--- config.mk ---
export PLATFORM = sky130hd
export DESIGN_NAME = div_share_arbiter
export DESIGN_NICKNAME = d
export VERILOG_FILES = /design/src/rtl/div_share_arbiter.sv
export SDC_FILE = /design/constraint.sdc
export NUM_CORES = 1
export LEC_CHECK = 0
export CAP_MARGIN = 20
export CORE_ASPECT_RATIO = 0.9
export CORE_MARGIN = 5
export CORE_UTILIZATION = 41
export DETAILED_ROUTE_END_ITERATION = 10
export PLACE_DENSITY = 0.88
export SETUP_SLACK_MARGIN = 0.15
export SYNTH_ARGS = -nofsm -noshare
export SYNTH_HDL_FRONTEND = slang
export SYNTH_SLANG_ARGS = --single-unit
--- constraint.sdc ---
create_clock -name clk -period 3.27 [get_ports clk]
set_input_delay 0.8175 -clock clk [delete_from_list [all_inputs] [get_ports clk]]
set_output_delay 0.8175 -clock clk [all_outputs]
set_load 0.01 [all_outputs]
--- src/rtl/div_share_arbiter.sv ---
// Round-robin front end that shares one iterative divider between two ALU lanes.
// Owns the divider handshake, the divide-by-zero shortcut and flush/withdraw aborts.
module div_share_arbiter #(
    parameter int DATA_W = 32
) (
    input  logic                   clk,
    input  logic                   rst,
    input  logic                   flush,
    input  logic [1:0]             req_valid_i,
    input  logic [1:0][1:0]        req_op_i,
    input  logic [1:0][DATA_W-1:0] req_src1_i,
    input  logic [1:0][DATA_W-1:0] req_src2_i,
    output logic [1:0]             resp_done_o,
    output logic [DATA_W-1:0]      resp_data_o,
    output logic [1:0]             stall_o,
    output logic                   busy_o,
    output logic                   div_start_o,
    output logic                   div_signed_o,
    output logic [DATA_W-1:0]      div_dividend_o,
    output logic [DATA_W-1:0]      div_divisor_o,
    input  logic                   div_done_i,
    input  logic [DATA_W-1:0]      div_quotient_i,
    input  logic [DATA_W-1:0]      div_remainder_i
);

    typedef enum logic [2:0] {
        S_IDLE,
        S_LAUNCH,
        S_WAIT,
        S_RESP,
        S_DRAIN
    } state_t;

    state_t              state;
    logic                lane_q;
    logic                last_grant;
    logic [1:0]          op_q;
    logic                signed_q;
    logic [DATA_W-1:0]   src1_q;
    logic [DATA_W-1:0]   src2_q;
    logic [DATA_W-1:0]   result_q;

    logic                gnt_any;
    logic                gnt_lane;
    logic                abort;
    logic                resp_fire;

    // Tie goes to the lane that did not complete last; a lone requester always wins.
    assign gnt_any  = |req_valid_i;
    assign gnt_lane = (&req_valid_i) ? ~last_grant : req_valid_i[1];
    assign abort    = flush | ~req_valid_i[lane_q];

    always_ff @(posedge clk) begin
        if (rst) begin
            state      <= S_IDLE;
            lane_q     <= 1'b0;
            last_grant <= 1'b1;
            op_q       <= 2'b00;
            signed_q   <= 1'b0;
            src1_q     <= '0;
            src2_q     <= '0;
            result_q   <= '0;
        end else begin
            case (state)
                S_IDLE: begin
                    if (!flush && gnt_any) begin
                        lane_q   <= gnt_lane;
                        op_q     <= req_op_i[gnt_lane];
                        signed_q <= ~req_op_i[gnt_lane][0];
                        src1_q   <= req_src1_i[gnt_lane];
                        src2_q   <= req_src2_i[gnt_lane];
                        if (req_src2_i[gnt_lane] == '0) begin
                            // Divide-by-zero never touches the divider.
                            result_q <= req_op_i[gnt_lane][1] ? req_src1_i[gnt_lane] : '1;
                            state    <= S_RESP;
                        end else begin
                            state <= S_LAUNCH;
                        end
                    end
                end
                S_LAUNCH: begin
                    state <= abort ? S_IDLE : S_WAIT;
                end
                S_WAIT: begin
                    // A started divide cannot be cancelled, so an abort must drain it
                    // unless the done pulse arrives in the same cycle.
                    if (abort) begin
                        state <= div_done_i ? S_IDLE : S_DRAIN;
                    end else if (div_done_i) begin
                        result_q <= op_q[1] ? div_remainder_i : div_quotient_i;
                        state    <= S_RESP;
                    end
                end
                S_RESP: begin
                    last_grant <= lane_q;
                    state      <= S_IDLE;
                end
                S_DRAIN: begin
                    if (div_done_i) state <= S_IDLE;
                end
                default: state <= S_IDLE;
            endcase
        end
    end

    assign resp_fire      = (state == S_RESP) && !flush;
    assign resp_done_o    = resp_fire ? (lane_q ? 2'b10 : 2'b01) : 2'b00;
    assign resp_data_o    = resp_fire ? result_q : '0;
    assign stall_o        = req_valid_i & ~resp_done_o;
    assign busy_o         = (state != S_IDLE);
    assign div_start_o    = (state == S_LAUNCH) && !abort;
    assign div_signed_o   = signed_q;
    assign div_dividend_o = src1_q;
    assign div_divisor_o  = src2_q;

endmodule

==> run metrics, run 1 <==
fmax between 300 and 400 MHz; Tcrit/Tclk final between 90 and 100%; DP Cell Count between 900 and 1000; Synth top area share 39.19%; drc violations 0; clk buf depth 2; diode count 0; prevailing post-synth register cell dfxtp_1; non-filler cells, final roughly 1000; Placer Congestion 0.9096; htree depth 3; Slew @ Worst Pin 0.5542 ns; first-pass GRT wire length 29370 um; Mapped Avg Cell Area around 9.6 um2; I/O Buffers around 300; worst setup margin between 0.2 and 0.3 ns; die area between 15000 and 20000 um2; hold_buf cts 0; reg2reg start state[2]$_SDFFE_PP0P_; fin crit period 3.005 ns; HPWL after detailed placement approximately 15000 um; Reg clk slew, reported paths about 0.070 ns; Starting Density 41.63%; vias in the first global route between 5000 and 6000; Worst path slowest cell clkdlybuf4s50_1; Hold Startpoint result_q[21]$_SDFFE_PP0P_; largest net degree at the start of global routing 100; synth warn 0; cell taking the most area after synthesis dfxtp_1; EDFF count, synth 0; Overall Global Routing Usage approximately a quarter; global route overflow 0; Power Density a little under 400 nW/um2; synth cell count leaders dfxtp_1 (103), mux2i_1 (101), nor2_1 (73); CTS root buf clkbuf_16; IR drop worst, VDD ~0.26 mV; WL final ~19000 um; HP Class reg2reg; Clock Skew roughly 0.0067 ns; max-cap check violation count 0; share of layout cells above drive strength 1 6.093%; Fin. Hold Viols 0; RSZ-0062 raised after global routing no; Leakage ~3.2 nW; Gate Count Post-Synth approximately 550; syn_nets approximately 750; Crit path largest cell delay 0.56 ns; status finished, final reports clean; CP most frequent cell clkdlybuf4s50_1; sequential area share after synthesis about two fifths; NumNets Final a little over 1000; # IOs 305; Rows 39; pre-CTS WS -0.05393 ns; ys async rst share 0%; #FFs+latches synth 103; Worst-Skew Late Latency between 0.3 and 0.4 ns; CTS tree yes; Startpoint Class input pin; CP bufs+invs 3; core area ~13000 um2; initial antenna violation count 0; die width ~130 um; mapped cell area 5261 um2; die extent in y ~120 um; critical path type in2out; via count approximately 5500; most frequent cell after synthesis dfxtp_1; Pins Over Slew Limit 0; Util after Layout roughly 70%; Num Clock Sinks 103; Post-DRT Antenna Nets 0; max_slew headroom between 60 and 70%; critical path's top delay family buffers and inverters; Detailed Routing Iterations Pass 1 5; initial DRC count approximately 290; Critical Path RT 2.45 ns; Setup-failing EPs final 0; CTS Buf Count 9; Critical Path AT about 2.2 ns; CP Max Fanout 3; Via density 5.478; CP endpoint kind output pin; Routed WL per cell about 19 um; top area cells in the synthesized netlist dfxtp_1 (39%), mux2i_1 (19%), a211oi_1 (9.3%), a22o_1 (5.3%), nor2_1 (5.2%); Critical Path Start req_valid_i[0]; area delta synth->final 67.21%; Netlist cell types 44; CP cell instances clkdlybuf4s50_1 > buf_4 > nor2b_1 > clkdlybuf4s50_1
==> sequential cells by signal, summed over array words and instances, names as in the netlist <==
name,count
op_q,1
lane_q,1
div_dividend_o,32
last_grant,1
state,3
result_q,32
div_signed_o,1
div_divisor_o,32
==> cell usage in the layout (no fill, tap or decap), drive strengths merged, types with 3 or more instances in the layout <==
master,instances
clkbuf,11
clkdlybuf4s50,301
and2,33
nor2,74
nor3,6
a22oi,33
or4,4
dfxtp,103
buf,22
mux2i,101
nor4,11
nand2,5
nand4,3
a22o,33
o21ai,3
a211oi,65
==> metrics by stage <==
stage,cell area [um2],hold WS [ns],TNS (ns),total power (W)
after floorplan,5261,0.4339,0,0.001782
after global placement,8469,0.4586,-0.5132,0.002270
after detailed placement,8469,0.4617,-0.4832,0.002295
after CTS,8796,0.4783,0,0.003442
after global routing,8797,0.4882,0,0.003556
final,8797,0.4777,0,0.003422
==> what timing repair did <==
action                                  4_1_cts  5_1_grt
endpoints found under the setup margin       35       25
pin swaps                                     1        0
buffers inserted                              0        0
endpoints found under the hold margin         0        0
gates cloned                                  0        0
gates resized for setup                       3        1
==> cell type report <==
| class | instances | area (um2) |
|---|---|---|
| clock buffers | 11 | 242.7 |
| clock inverters | 5 | 81.33 |
| fillers | 944 | 3841 |
| inverters | 1 | 3.754 |
| multi-input cells | 392 | 2957 |
| flip-flops and latches | 103 | 2064 |
| well taps | 164 | 205.2 |
| repair buffers | 325 | 3243 |
==> layer usage <==
metal	global-route usage, %	vias to the layer above	part of all wire, %
met5	0	-	0
met4	8.661	0	3.0
met3	5.717	43	7.7
met2	43.91	265	51
met1	26.57	2547	38
li1	-	2628	-
==> report_power, final <==
group | internal, W | switching (W)
Combinational | 0.000509 | 0.000367
Clock | 0.000693 | 0.000462
Sequential | 0.00134 | 0.0000556
Total | 0.00254 | 0.000885
==> kinds of logic after synthesis <==
family / synth area share [%]
flops: 39.19
mux: 19.43
buf+inv: 5.232
compound gates: 21.90
simple gates: 14.25
==> final timing paths <==
| path | end | slack (ns) | cells past startpoint |
|---|---|---|---|
| max | stall_o[0] | 0.26 | 4 |
| min | result_q[21]$_SDFFE_PP0P_ | 0.48 | 1 |
| max reg2reg | result_q[4]$_SDFFE_PP0P_ | 0.99 | 7 |
| min reg2reg | result_q[21]$_SDFFE_PP0P_ | 0.48 | 1 |
(Power assumes the default switching activity.)
==> inputs of run 2 (changes only) <==
- clock period: 3.27 -> 3.5 ns (I/O delays scaled with it)
==> run 2 against run 1 <==
Utilization fell by 0.37 points. Sequential power decreased by 6%. Via count shrank 1.1%. Routed wire length is 1.5% lower. Final cell count decreased by 0.60%. First-iteration DRC count decreased by 12%. Clock skew is 0.00089 ns lower. Worst hold slack better by 0.0011 ns. Clock power is 8% lower.
==> run metrics, run 2 (synthesis results as in run 1) <==
IR drop worst, VDD 0.2507 mV (-2.7%); critical path's top delay family buffers and inverters; Clock Skew 0.005806 ns (-0.0008898 ns); Tcrit/Tclk final around 90%; CTS Buf Count 9 (unchanged); via count 5422 (-1.1%); drc violations 0 (unchanged); Leakage 3.161 nW (-0.92%); initial DRC count 251 (-12%); RSZ-0062 raised after global routing no; Setup-failing EPs final 0 (unchanged); Startpoint Class input pin; Num Clock Sinks 103 (unchanged); CTS root buf clkbuf_16; Fin Setup TNS 0 ns (unchanged); Detailed Routing Iterations Pass 1 4 (-1); hold endpoint result_q[12]$_SDFFE_PP0P_; area delta synth->final 66.33%; die extent in y 117.5 um (unchanged); Critical Path RT 2.62 ns (+0.17 ns); reg2reg end result_q[7]$_SDFFE_PP0P_; Reg clk slew, reported paths 0.07 ns (about the same); Fin. Hold Viols 0 (unchanged); Slew @ Worst Pin 0.7699 ns (+0.2157 ns); status finished, final reports clean; first-pass GRT wire length 29080 um (-0.96%); reg2reg start state[2]$_SDFFE_PP0P_; Power Density 363.8 nW/um2 (-6.5%); Rows 39 (unchanged); # IOs 305 (unchanged); Crit path depth 5 (+1); critical path type in2out; Worst path slowest cell clkdlybuf4s50_1; fin crit period 3.139 ns; Routed WL per cell 19.07 um (-0.86%); r2r setup slk 1.11 ns (+0.12 ns); Starting Density 41.63% (unchanged); Post-DRT Antenna Nets 0 (unchanged); Worst-Skew Late Latency 0.33 ns (about the same); Crit path largest cell delay 0.54 ns (-0.02 ns); commonest non-fill, non-tap cells in the layout clkdlybuf4s50_1 (301), dfxtp_1 (102), mux2i_1 (101), nor2_1 (71), a211oi_1 (65); Via density 5.449 (-0.52%); htree depth 3 (unchanged); max-cap check violation count 0 (unchanged); Pins Over Slew Limit 0 (unchanged); Clock power frac 33.7% (about the same); Hold Startpoint result_q[12]$_SDFFE_PP0P_; CP Max Fanout 25 (+22); combinational share of power 25.4% (-0.2 points); die width 129.4 um (unchanged); P_sw 0.0008187 W (-7.5%); Placer Congestion 0.9180 (+0.92%); vias in the first global route 5621 (-2.6%); WL final 18980 um (-1.5%); Overall Global Routing Usage 23.81% (-0.19 points); clk buf depth 2 (unchanged); max_slew headroom 48.68% (-14 points); P_int 0.002365 W (-6.8%); NumNets Final 1028 (-0.58%); core area 12640 um2 (unchanged); CTS tree yes; Reg power frac 40.9% (+0.2 points); die area 15200 um2 (unchanged); diode count 0 (unchanged); share of layout cells above drive strength 1 5.295% (-0.80 points); global route overflow 0 (unchanged); CP cell instances dlygate4sd2_1 > nor2_4 > buf_12 > and2_1 > clkdlybuf4s50_1; HP Class reg2reg; fmax 318.6 MHz; Hold Path Stages 1 (unchanged); Sw Share 25.72% (-0.14 points); HPWL after detailed placement 14980 um (-2.2%); I/O Buffers 304 (unchanged); largest net degree at the start of global routing 100 (unchanged); Critical Path AT 2.26 ns (+0.07 ns); Hold WS 0.4788 ns (+0.001139 ns); most common cell after layout, fill and taps aside clkdlybuf4s50_1; Post-CTS Setup Bufs 0 (unchanged); CP endpoint kind output pin; CP bufs+invs 3 (unchanged); Worst R2R Path Depth 7 (unchanged); initial antenna violation count 0 (unchanged)
[run 2: area by class of cell]
cell class,count,area (um2)
Inverter,1,3.754
Tap cell,164,205.2
Multi-Input combinational cell,392,2957
Timing Repair Buffer,319,3198
Fill cell,910,3887
Sequential cell,103,2063
Clock buffer,11,242.7
Clock inverter,5,81.33
[run 2: metal layers]
metal / track usage, % / vias to the layer above / wire length [um]
met2: 43.20 / 254 / 9756
met1: 27.04 / 2530 / 7184
met3: 5.989 / 34 / 1552
met5: 0 / - / 0
met4: 7.283 / 0 / 483
li1: - / 2604 / -
[run 2: power groups by stage]
stage | sequential [W] | combinational (W) | clock (W)
2_1_floorplan | 0.00134 | 0.000322 | 0
3_3_place_gp | 0.00132 | 0.000791 | 0
3_5_place_dp | 0.00133 | 0.000810 | 0
4_1_cts | 0.00130 | 0.000813 | 0.00110
5_1_grt | 0.00131 | 0.000868 | 0.00114
6_report | 0.00130 | 0.000808 | 0.00107
[run 2: timing repair]
item	CTS	global route
endpoints found under the setup margin	33	0
hold buffers	0	0
resized for setup	3	0
endpoints found under the hold margin	0	0
[run 2: worst max path at each step]
stage / from / end
final: flush / resp_data_o[20]
after detailed placement: flush / resp_data_o[20]
after floorplan: req_valid_i[1] / div_start_o
after global placement: flush / resp_data_o[20]
after global routing: state[0]$_SDFFE_PP0P_ / resp_data_o[31]
after CTS: flush / resp_data_o[20]
[run 2: metrics by stage]
| stage | utilization, % | total power (W) | setup slack, ns | instance area (um2) | instances |
|---|---|---|---|---|---|
| after CTS | 69.24 | 0.003212 | 0.3608 | 8751 | 995 |
| final | 69.24 | 0.003184 | 0.3608 | 8751 | 995 |
| after global placement | 66.66 | 0.002113 | 0.06005 | 8424 | 979 |
| after detailed placement | 66.66 | 0.002138 | 0.02506 | 8424 | 979 |
| after floorplan | - | 0.001665 | 0.9661 | 5261 | 547 |
| after global routing | 69.24 | 0.003321 | 0.2806 | 8751 | 995 |
[run 2: worst register-to-register path, delay by kind of cell, from the launching register on]
family	cells	cell delay (ns)
and+or+nand+nor	3	0.94
AOI/OAI and AO/OA	3	0.70
DFF	1	0.40
buffers and inverters	1	0.24
